**src/rtl/mc_cpu_core.sv**
```systemverilog
// Multi-cycle core: IDLE -> LOAD -> EXEC -> WB, one instruction per 4 cycles, done pulses in WB.
// Optional `CPU_CARRY_CHAIN_EN turns op B into ADC (A + ry + flag_c); otherwise op B behaves as ADD.
module mc_cpu_core #(
  parameter int WIDTH = 16,
  parameter int NREGS = 8,
  localparam int RA = $clog2(NREGS),
  localparam int IW = 4 + 2 * RA
) (
  input  logic             clk,
  input  logic             reset,
  input  logic             instr_valid,
  output logic             instr_ready,
  input  logic [IW-1:0]    instr,
  input  logic [WIDTH-1:0] imm,
  output logic             done,
  output logic             busy,
  output logic             flag_c,
  output logic             flag_z,
  output logic             flag_n,
  input  logic [RA-1:0]    dbg_addr,
  output logic [WIDTH-1:0] dbg_data
);

  typedef enum logic [1:0] {IDLE, LOAD, EXEC, WB} state_t;

  state_t           state;
  logic [WIDTH-1:0] regs [NREGS];
  logic [3:0]       op;
  logic [RA-1:0]    rx, ry;
  logic [WIDTH-1:0] imm_q, a, g;
  logic             done_q, busy_q;

  logic [WIDTH-1:0] b, res;
  logic [WIDTH:0]   sum;
  logic             c_nxt, upd_flags, cin, wr_en;

  assign instr_ready = (state == IDLE) && !reset;
  assign done        = done_q;
  assign busy        = busy_q;
  assign dbg_data    = regs[dbg_addr];
  assign wr_en       = (op <= 4'h9) || (op == 4'hB);

`ifdef CPU_CARRY_CHAIN_EN
  assign cin = (op == 4'hB) ? flag_c : 1'b0;
`else
  assign cin = 1'b0;
`endif

  // ry is read here in EXEC; with rx==ry it still sees the old value since WB has not happened yet
  always_comb begin
    b         = (op == 4'h1) ? imm_q : regs[ry];
    res       = g;
    sum       = '0;
    c_nxt     = flag_c;
    upd_flags = 1'b1;
    case (op)
      4'h0, 4'h1: res = b;
      4'h2, 4'hB: begin
        sum   = {1'b0, a} + {1'b0, b} + {{WIDTH{1'b0}}, cin};
        res   = sum[WIDTH-1:0];
        c_nxt = sum[WIDTH];
      end
      4'h3, 4'hA: begin
        sum   = {1'b0, a} + {1'b0, ~b} + {{WIDTH{1'b0}}, 1'b1};
        res   = sum[WIDTH-1:0];
        c_nxt = sum[WIDTH];
      end
      4'h4: begin res = a & b; c_nxt = 1'b0; end
      4'h5: begin res = a | b; c_nxt = 1'b0; end
      4'h6: begin res = a ^ b; c_nxt = 1'b0; end
      4'h7: begin res = ~b;    c_nxt = 1'b0; end
      4'h8: begin res = {a[WIDTH-2:0], 1'b0}; c_nxt = a[WIDTH-1]; end
      4'h9: begin res = {1'b0, a[WIDTH-1:1]}; c_nxt = a[0]; end
      default: upd_flags = 1'b0;
    endcase
  end

  always_ff @(posedge clk) begin
    if (reset) begin
      state  <= IDLE;
      for (int i = 0; i < NREGS; i++) regs[i] <= '0;
      op     <= '0;
      rx     <= '0;
      ry     <= '0;
      imm_q  <= '0;
      a      <= '0;
      g      <= '0;
      flag_c <= 1'b0;
      flag_z <= 1'b0;
      flag_n <= 1'b0;
      done_q <= 1'b0;
      busy_q <= 1'b0;
    end else begin
      done_q <= 1'b0;
      case (state)
        IDLE: if (instr_valid) begin
          op     <= instr[IW-1 -: 4];
          rx     <= instr[2*RA-1 -: RA];
          ry     <= instr[RA-1:0];
          imm_q  <= imm;
          busy_q <= 1'b1;
          state  <= LOAD;
        end
        LOAD: begin
          a     <= regs[rx];
          state <= EXEC;
        end
        EXEC: begin
          g <= res;
          if (upd_flags) begin
            flag_c <= c_nxt;
            flag_z <= (res == '0);
            flag_n <= res[WIDTH-1];
          end
          done_q <= 1'b1;
          state  <= WB;
        end
        WB: begin
          if (wr_en) regs[rx] <= g;
          busy_q <= 1'b0;
          state  <= IDLE;
        end
      endcase
    end
  end

endmodule

```
**config.mk**
```make
export PLATFORM = sky130hd
export DESIGN_NAME = mc_cpu_core
export DESIGN_NICKNAME = d
export VERILOG_FILES = /design/src/rtl/mc_cpu_core.sv
export SDC_FILE = /design/constraint.sdc
export NUM_CORES = 1
export LEC_CHECK = 0
export BUFFER_PORTS_ARGS = -buffer_cell sky130_fd_sc_hd__buf_2
export CAP_MARGIN = 15
export CORE_MARGIN = 2
export CORE_UTILIZATION = 28
export CTS_CLUSTER_SIZE = 8
export DETAILED_ROUTE_END_ITERATION = 10
export GPL_TIMING_DRIVEN = 0
export PLACE_DENSITY_LB_ADDON = 0.12
export SLEW_MARGIN = 20
export SYNTH_ARGS = -nofsm -noshare
export SYNTH_HDL_FRONTEND = slang
export SYNTH_SLANG_ARGS = --single-unit
```
**constraint.sdc**
```tcl
create_clock -name clk -period 4.5 [get_ports clk]
set_input_delay 0.225 -clock clk [delete_from_list [all_inputs] [get_ports clk]]
set_output_delay 0.225 -clock clk [all_outputs]
set_load 0.05 [all_outputs]
```
==> out/results.tsv, run 1 <==
metric	value	unit
outcome	finished clean	
swShare	45.3	%
ys_types	68	
cts_root_buffer	clkbuf_16	
antenna_cells	0	
viasPerCell	5.37	
seq_area_frac_synth	38.8	%
max_stage_delay	0.52	ns
arrival	4.81	ns
layout_min_cycle_time	4.42	ns
grt_pass1_wl	76300	um
p_leak	5.69	nW
synthArstFlopShare	0	%
place.gp.congestion	0.904	
die_h	223	um
ys_seq_elements	196	
drc	0	
clock_sinks	196	
io_pins	54	
wirelength	53300	um
wl_per_cell	26.9	um
path_max_fanout	10	
powerDensity	543	mW/mm^2
drv_slew	0	
layout-drive-gt1-share	24.8	%
syn_inst	1267	
setup_slack	0.0793	ns
synthFlopType	edfxtp_1	
yosys_warnings	0	
dieArea	0.0497	mm^2
ir_drop	0.300	mV
worstMarginPinSlew	1.09	ns
rows	80	
total_power	8.59	mW
pre_cts_ws	-1.32	ns
grt_antenna_before_repair	0	
start_util	28.2	%
relSlewSlack	27.6	%
drt_iter0_markers	934	
cp_cell_sequence	buf_8 -> buf_12 -> mux4_2 -> mux2i_2 -> nand2_2 -> o21ai_4 -> ha_4 -> nor2b_2 -> o2111a_2 -> o31ai_4 -> nand2_1 -> xor2_1 -> a211o_1 -> a211oi_2 -> o2111ai_1 -> or4_4 -> o21ai_1	
cp-start-kind	register	
hold_viol	0	
synth_edf_count	128	
skew	0.0126	ns
maxCapViolCount	0	
groute.usage.overall	21.4	%
insertion_delay	0.45	ns
finalCritPeriodShare	98.2	%
ant_nets	0	
hold_buffers	0	
grt_max_degree	17	
die_x	223	um
firstDrtPassIters	6	
net-switching-power	3.89	mW
synth_area	0.0134	mm^2
syn_avg_cell_area	10.6	um^2
hpwlAfterDp	39400	um
setup_viol	0	
fmax	226	MHz
power.internal	4.70	mW
grt_pass1_vias	10600	
syn_nets	1359	
cts_tree	yes	
layout.nets	1447	
critical_path_class	reg2reg	
stdcell_count	1983	
htree_levels	4	
coreArea	0.0475	mm^2
critical_path_required	4.89	ns
grt_overflow	0	
slowest_stage	mux4_2	
hp-class	in2reg	
endpoint_kind	register	
clkTransAtPathRegs	0.08	ns
pwr-share-clk	18.0	%
combPwrFrac	52.0	%
dp_cells	1933	
crit_family	compound AO/OA/AOI/OAI gates	
clockBufferDepth	2	
cts_buffers	17	
via_count	10700	
area_delta_synth_final	17.9	%
crit_buf_inv	2	
power_frac_seq	29.9	%
io_buffers	51	
[final timing paths]
kind / cells past startpoint / from / slack [ns] / endpoint
setup / recovery: 17 / register / 0.08 / flag_z$_SDFFE_PP0P_
setup reg to reg: 17 / register / 0.08 / flag_z$_SDFFE_PP0P_
hold / removal: 3 / imm[8] / 0.02 / imm_q[8]$_SDFFE_PP0P_
hold reg to reg: 2 / ry[0]$_SDFFE_PP0P_ / 0.46 / ry[0]$_SDFFE_PP0P_
[layout make-up]
type	count	area [um^2]
buffer	87	508
clock buffer	23	498
clock inverter	9	76.3
fill	4899	31700
inverter	53	199
multi-input combinational	928	8110
sequential	196	5210
tap	615	769
timing repair buffer	72	434
[power by group through the flow]
stage	logic (mW)	registers (mW)	clock network (mW)
6_report	4.47	2.57	1.55
3_5_place_dp	3.81	2.59	0
5_1_grt	4.80	2.60	1.64
2_1_floorplan	2.65	2.38	0
4_1_cts	4.15	2.55	1.58
3_3_place_gp	3.82	2.58	0
[cell usage in the layout, fill, tap and decap left out, drive strengths merged, types with 8 or more instances in the layout]
| cell type | Yosys | layout |
|---|---|---|
| mux2i | 56 | 56 |
| edfxtp | 128 | 128 |
| nand2b | 9 | 9 |
| o211ai | 13 | 13 |
| inv | 53 | 58 |
| a21oi | 77 | 77 |
| clkbuf | 55 | 78 |
| nor2 | 100 | 100 |
| and2 | 133 | 133 |
| a211oi | 32 | 32 |
| ha | 58 | 58 |
| mux2 | 18 | 18 |
| a22oi | 12 | 12 |
| nand2 | 113 | 113 |
| o21ai | 56 | 56 |
| or2 | 9 | 9 |
| xnor2 | 8 | 8 |
| nor2b | 16 | 16 |
| dfxtp | 68 | 68 |
| mux4 | 96 | 96 |
| o22ai | 8 | 8 |
| buf | 35 | 104 |
| nor3 | 20 | 20 |
[routing by layer]
metal / wire [um] / up-vias / global-route usage [%]
met1: 23100 / 5401 / 28.1
met2: 26500 / 322 / 37.0
met3: 2300 / 69 / 2.70
met5: 0 / - / 0
met4: 1340 / 0 / 5.82
li1: - / 4863 / -
[timing repair]
action | 4_1_cts | 5_1_grt
pin swaps | 7 | 16
endpoints found under the setup margin | 15 | 5
buffers inserted | 5 | 14
gates cloned | 0 | 1
gates resized for setup | 108 | 53
[worst min-delay path, stage by stage]
cell,delay (ns)
buf_2,0.10
nand2_1,0.05
a21oi_1,0.05
[synth_stat cells (all sizes together), types with 8 or more instances]
master    n  share of area (%)
dfxtp    68                 10
buf      35                1.4
nor3     20               0.75
nand2   113                3.2
inv      53                1.5
nor2b    16               0.77
nor2    100                2.8
mux4     96                 16
or2       9               0.42
o211ai   13               0.77
nand2b    9               0.42
clkbuf   55                1.5
and2    133                6.2
ha       58                5.4
a21oi    77                2.9
edfxtp  128                 29
a22oi    12               0.67
mux2     18                1.5
o22ai     8               0.37
o21ai    56                2.1
mux2i    56                4.2
xnor2     8               0.58
a211oi   32                1.8
[logic make-up after synthesis]
| logic type | share of synthesized area [%] |
|---|---|
| xor+xnor | 0.905 |
| compound gates | 12.4 |
| buf+inv | 4.39 |
| mux | 21.8 |
| flops | 38.8 |
| fa+ha+maj | 5.71 |
| simple gates | 15.9 |
[through the flow]
step	utilization, %	cell area (um^2)	setup TNS (ns)	hold WS, ns
after detailed placement	30.4	14400	-9.42	0.448
after global placement	30.4	14400	-9.80	0.446
after CTS	32.5	15500	0	0.000632
after floorplan	-	13400	0	0.361
after global routing	33.3	15800	-0.00429	0.00438
final	33.3	15800	0	0.0175
[flip-flops by register name (all words and copies together), names as in the netlist, named ones only]
| name | cells |
|---|---|
| regs | 128 |
| state | 2 |
| rx | 3 |
| flag_z | 1 |
| flag_n | 1 |
| ry | 3 |
| g | 16 |
| op | 4 |
| done | 1 |
| imm_q | 16 |
| busy | 1 |
| flag_c | 1 |
| a | 16 |
(Power assumes the default switching activity.)
==> run 2, diff against run 1 <==
--- a/config.mk
+++ b/config.mk
@@ -6,12 +6,13 @@
 export NUM_CORES = 1
 export LEC_CHECK = 0
 export BUFFER_PORTS_ARGS = -buffer_cell sky130_fd_sc_hd__buf_2
-export CAP_MARGIN = 15
+export CAP_MARGIN = 20
 export CORE_MARGIN = 2
 export CORE_UTILIZATION = 28
 export CTS_CLUSTER_SIZE = 8
 export DETAILED_ROUTE_END_ITERATION = 10
 export GPL_TIMING_DRIVEN = 0
+export MAX_ROUTING_LAYER = met4
 export PLACE_DENSITY_LB_ADDON = 0.12
 export SLEW_MARGIN = 20
 export SYNTH_ARGS = -nofsm -noshare
==> constraint.sdc (replaced) <==
create_clock -name clk -period 4.5 [get_ports clk]
set_input_delay 0 -clock clk [delete_from_list [all_inputs] [get_ports clk]]
set_output_delay 0 -clock clk [all_outputs]
set_load 0.05 [all_outputs]
==> run 2 against run 1 <==
Compared with the run above:
- register-to-register slack hardly changed
- wire length is 0.30% higher
- hold slack better by 0.20 ns
- maximum frequency about the same
- clock power about the same
- critical path type unchanged
- sequential cell count is the same
- utilization grew 0.59 points
- count of clock-buffer cells in the layout stayed put
==> out/results.tsv, run 2 (synthesized netlist as in run 1, its figures left out) <==
metric	value	unit	change
clock_sinks	196		unchanged
path_max_fanout	5		-5
setup_slack	0.0811	ns	+0.00184 ns
endpoint_kind	register		
coreArea	0.0475	mm^2	unchanged
final.setup.tns	0	ns	unchanged
power_frac_seq	29.9	%	about the same
ir_drop	0.309	mV	+3.0%
outcome	finished clean		
die_h	223	um	unchanged
clkTransAtPathRegs	0.08	ns	about the same
p_leak	5.80	nW	+2.0%
wl_per_cell	26.6	um	-1.1%
grt_overflow	0		unchanged
hold_viol	0		unchanged
largest_reg_flops	128		unchanged
setup_viol	0		unchanged
max_stage_delay	0.53	ns	about the same
groute.usage.overall	22.2	%	+0.76 points
skew	0.0134	ns	+0.000744 ns
finalCritPeriodShare	98.2	%	about the same
place.gp.congestion	0.921		+1.8%
final_cell_area	0.0161	mm^2	+1.8%
powerDensity	536	mW/mm^2	-1.4%
drt_iter0_markers	953		+2.0%
start_util	28.2	%	unchanged
holdWs	0.217	ns	+0.200 ns
pwr-share-clk	18.1	%	about the same
largest-register	regs		
die_x	223	um	unchanged
layout_commonest_cell	and2_1		
critical_path_required	4.89	ns	about the same
grtUsageMet1	28.5	%	+0.35 points
insertion_delay	0.46	ns	about the same
area_delta_synth_final	20.0	%	
clockBufferDepth	2		unchanged
utilization	33.8	%	+0.59 points
slowest_stage	mux4_2		
grt_max_degree	17		unchanged
grt_antenna_before_repair	1		+1
io_buffers	51		unchanged
drv_slew	0		unchanged
grt_pass1_vias	10700		+0.86%
stdcell_count	2011		+1.4%
firstDrtPassIters	5		-1
cp_cell_sequence	buf_12 -> mux4_2 -> mux2i_4 -> o21a_2 -> inv_1 -> ha_4 -> inv_1 -> fa_2 -> nor2b_2 -> o2111a_2 -> o31ai_4 -> nand2_1 -> xor2_1 -> a211o_1 -> a211oi_2 -> o2111ai_1 -> or4_4 -> o21ai_1		
cp_common_cell	inv_1		
via_count	10800		+1.7%
busiest_layer	met2		
layout_min_cycle_time	4.42	ns	-0.00184 ns
globalRouteMet3Util	2.57	%	-0.13 points
gr-usage-met2	37.3	%	+0.26 points
drc	0		unchanged
swShare	45.3	%	about the same
final_cell_mix	and2_1, edfxtp_1, nand2_1		
dp_cells	1933		unchanged
worstMarginPinSlew	1.08	ns	-0.00266 ns
htree_levels	4		unchanged
net-switching-power	3.91	mW	+0.37%
ant_nets	0		unchanged
pre_cts_ws	-1.32	ns	unchanged
wirelength	53500	um	+0.30%
relSlewSlack	27.7	%	+0.18 points
cts_tree	yes		
critical_path_class	reg2reg		
hpwlAfterDp	39400	um	unchanged
layout.nets	1474		+1.9%
fmax	226	MHz	about the same
cts_root_buffer	clkbuf_16		
dieArea	0.0497	mm^2	unchanged
hp-class	in2reg		
cp-start-kind	register		
cts_buffers	17		unchanged
arrival	4.81	ns	about the same
io_pins	54		unchanged
rows	80		unchanged
total_power	8.62	mW	+0.35%
power.internal	4.71	mW	+0.32%
layout-drive-gt1-share	24.3	%	-0.48 points
combPwrFrac	52.0	%	about the same
place_area	0.0144	mm^2	unchanged
grt_pass1_wl	76900	um	+0.70%
maxCapViolCount	0		unchanged
viasPerCell	5.39		+0.25%
## run 2: changes by cell type in the layout (fill, tap and decap cells not counted), sizes merged
cell	change
diode	+1
dlygate4sd3	+27
## run 2: power groups by stage
stage	Combinational (mW)	Clock [mW]	Sequential, mW
floorplan	2.65	0	2.38
global placement	3.82	0	2.58
detailed placement	3.81	0	2.59
CTS	4.17	1.58	2.55
global route	4.83	1.64	2.60
finish	4.48	1.56	2.58
## run 2: final timing paths
kind | depth (start not counted) | slack [ns] | from | to
max | 18 | 0.08 | register | flag_z$_SDFFE_PP0P_
min | 3 | 0.22 | reset | g[14]$_SDFFE_PP0P_
max reg2reg | 18 | 0.08 | register | flag_z$_SDFFE_PP0P_
min reg2reg | 2 | 0.46 | ry[0]$_SDFFE_PP0P_ | ry[0]$_SDFFE_PP0P_
## run 2: worst max-delay path: cells and delay by family, from the launching register on
family | cells | cell delay (ns)
buffers and inverters | 3 | 0.31
AND/OR/NAND/NOR | 3 | 0.62
adder cells (fa/ha/maj) | 2 | 0.43
multiplexers | 2 | 0.77
flip-flops | 1 | 0.40
XOR/XNOR | 1 | 0.16
AO/OA/AOI/OAI | 7 | 1.65
## run 2: layout make-up
type / instances / area, um^2
Fill cell: 4879 / 31500
Multi-Input combinational cell: 928 / 8120
Sequential cell: 196 / 5210
Tap cell: 615 / 769
Timing Repair Buffer: 99 / 704
Buffer: 87 / 508
Clock buffer: 23 / 498
Inverter: 53 / 199
Clock inverter: 9 / 76.3
Antenna cell: 1 / 2.50
## run 2: repair_timing
action	in CTS	in global routing
buffers inserted	5	14
hold buffers	27	0
pin swaps	7	15
endpoints found under the hold margin	31	0
resized for setup	108	54
gates cloned	0	1
endpoints found under the setup margin	15	5
## run 2: routing by layer
layer,part of all wire [%],vias to the layer above
met5,0,-
met4,2.4,0
met3,4.2,71
met2,50,310
met1,44,5527
li1,-,4925
==> run 3, diff against run 2 <==
--- a/config.mk
+++ b/config.mk
@@ -8,7 +8,7 @@
 export BUFFER_PORTS_ARGS = -buffer_cell sky130_fd_sc_hd__buf_2
 export CAP_MARGIN = 20
 export CORE_MARGIN = 2
-export CORE_UTILIZATION = 28
+export CORE_UTILIZATION = 45
 export CTS_CLUSTER_SIZE = 8
 export DETAILED_ROUTE_END_ITERATION = 10
 export GPL_TIMING_DRIVEN = 0
==> run 3 against run 2 <==
Compared with the run above:
- largest power group unchanged
- highest routed layer unchanged
- wire length fell by 14%
- hold slack gained 0.018 ns
- critical endpoint is now g[14]$_SDFFE_PP0P_
- critical path depth increased by 1
==> out/results.tsv, run 3 (synthesized netlist as in run 1, its figures left out) <==
metric	value	unit	change
outcome	finished clean		
grt_overflow	0		unchanged
insertion_delay	0.45	ns	about the same
layout_commonest_cell	and2_1		
arrival	4.69	ns	-0.12 ns
utilization	52.7	%	+19 points
busiest_layer	met2		
layout.nets	1463		-0.75%
clkTransAtPathRegs	0.07	ns	about the same
finalCritPeriodShare	96.7	%	-1.5 points
cts_root_buffer	clkbuf_16		
final_cell_mix	and2_1, edfxtp_1, nand2_1		
critical_path_required	4.83	ns	-0.06 ns
hpwlAfterDp	33400	um	-15%
die_h	177	um	-21%
endpoint_kind	register		
viasPerCell	6.11		+14%
drc	0		unchanged
via_count	10900		+0.18%
hp-class	in2reg		
pre_cts_ws	-0.948	ns	+0.372 ns
multi_input_area	0.00801	mm^2	-1.4%
gr-usage-met2	50.1	%	+13 points
register_area	0.00521	mm^2	about the same
wl_per_cell	25.8	um	-2.8%
dp_cells	1709		-12%
hold_viol	0		unchanged
clockBufferDepth	2		unchanged
setup_viol	0		unchanged
layout_min_cycle_time	4.35	ns	-0.0663 ns
grt_antenna_before_repair	1		unchanged
critical_path_class	reg2reg		
stdcell_count	1775		-12%
cp-start-kind	register		
firstDrtPassIters	5		unchanged
layout-drive-gt1-share	22.8	%	-1.5 points
p_leak	5.71	nW	-1.6%
setup_slack	0.147	ns	+0.0663 ns
ir_drop	0.308	mV	-0.36%
io_pins	54		unchanged
largest_reg_flops	128		unchanged
relSlewSlack	23.0	%	-4.7 points
dieArea	0.0312	mm^2	-37%
final.setup.tns	0	ns	unchanged
die_x	177	um	-21%
powerDensity	525	mW/mm^2	-1.9%
place.gp.congestion	0.942		+2.3%
ant_nets	0		unchanged
globalRouteMet3Util	3.50	%	+0.94 points
skew	0.0104	ns	-0.00301 ns
groute.usage.overall	30.7	%	+8.6 points
start_util	45.5	%	+17 points
fmax	230	MHz	+1.5%
grtUsageMet1	39.5	%	+11 points
drt_iter0_markers	1042		+9.3%
holdPathStages	7		+4
coreArea	0.0295	mm^2	-38%
worstMarginPinSlew	1.15	ns	+0.0622 ns
maxCapViolCount	0		unchanged
htree_levels	4		unchanged
wirelength	45800	um	-14%
largest-register	regs		
clock_sinks	196		unchanged
io_buffers	51		unchanged
cts_buffers	17		unchanged
nFillCells	2689		-45%
grt_max_degree	17		unchanged
rows	63		-21%
grt_pass1_wl	67500	um	-12%
cts_tree	yes		
path_max_fanout	10		+5
rr_worst_depth	19		+1
area_delta_synth_final	15.9	%	
grt_pass1_vias	10600		-0.47%
drv_slew	0		unchanged
==> run 3: changes by cell type in the layout (fill, tap and decap cells not counted), moves of 3 or more <==
cell / before / now
buf_2: 63 / 60
buf_4: 23 / 13
ha_4: 5 / 2
clkbuf_2: 3 / 6
o21ai_1: 11 / 4
mux2i_4: 8 / 2
ha_1: 49 / 52
o21ai_2: 2 / 7
nor2b_2: 3 / 0
mux2i_1: 42 / 47
==> run 3: timing repair <==
action | 4_1_cts | 5_1_grt
setup buffers | 1 | 8
endpoints found under the hold margin | 31 | 0
endpoints found under the setup margin | 12 | 5
gates resized for setup | 71 | 62
pin swaps | 6 | 13
hold buffers | 27 | 0
==> run 3: final cells by class <==
cell class,instances,share of cell area (%)
diodes,1,0.0161
plain buffers,87,3.12
clock buffers,23,3.14
clock inverters,9,0.354
inverters,53,1.28
multi-input cells,928,51.5
flip-flops and latches,196,33.5
well taps,390,3.14
repair buffers,88,3.89
==> run 3: worst paths after layout <==
path | startpoint | end | slack [ns]
max | register | g[14]$_SDFFE_PP0P_ | 0.15
min | reset | flag_z$_SDFFE_PP0P_ | 0.24
max reg2reg | register | g[14]$_SDFFE_PP0P_ | 0.15
min reg2reg | imm_q[0]$_SDFFE_PP0P_ | imm_q[0]$_SDFFE_PP0P_ | 0.48
==> run 3: worst max-delay path, cell delays in order, from the launching register on <==
cell	delay (ns)
dfxtp_1	0.33
buf_6	0.20
buf_12	0.18
mux4_2	0.33
mux2i_4	0.21
o21a_1	0.21
inv_1	0.08
ha_2	0.21
inv_1	0.08
fa_2	0.23
nor2b_1	0.07
o2111a_2	0.28
o31ai_4	0.30
buf_4	0.16
a31oi_1	0.13
o31a_1	0.31
o21ai_2	0.20
nand4_1	0.12
o311a_1	0.21
a2111oi_1	0.39
==> run 3: metal layers <==
layer	wire length (um)	up-vias
met3	2820	106
met5	0	-
li1	-	4904
met2	22700	492
met4	1630	0
met1	18700	5351
==> run 3: stage by stage <==
step	hold slack, ns	instance area (um^2)	power, mW
6_report	0.236	15500	8.16
3_5_place_dp	0.247	14200	6.20
5_1_grt	0.238	15500	8.58
2_1_floorplan	0.136	13400	5.02
3_3_place_gp	0.243	14200	6.18
4_1_cts	0.246	15200	7.84
==> run 3: power breakdown <==
part           leakage (nW)  internal [mW]  switching [mW]
clock                 0.280          0.764           0.684
sequential             1.88           2.13           0.372
combinational          3.55           1.62            2.59
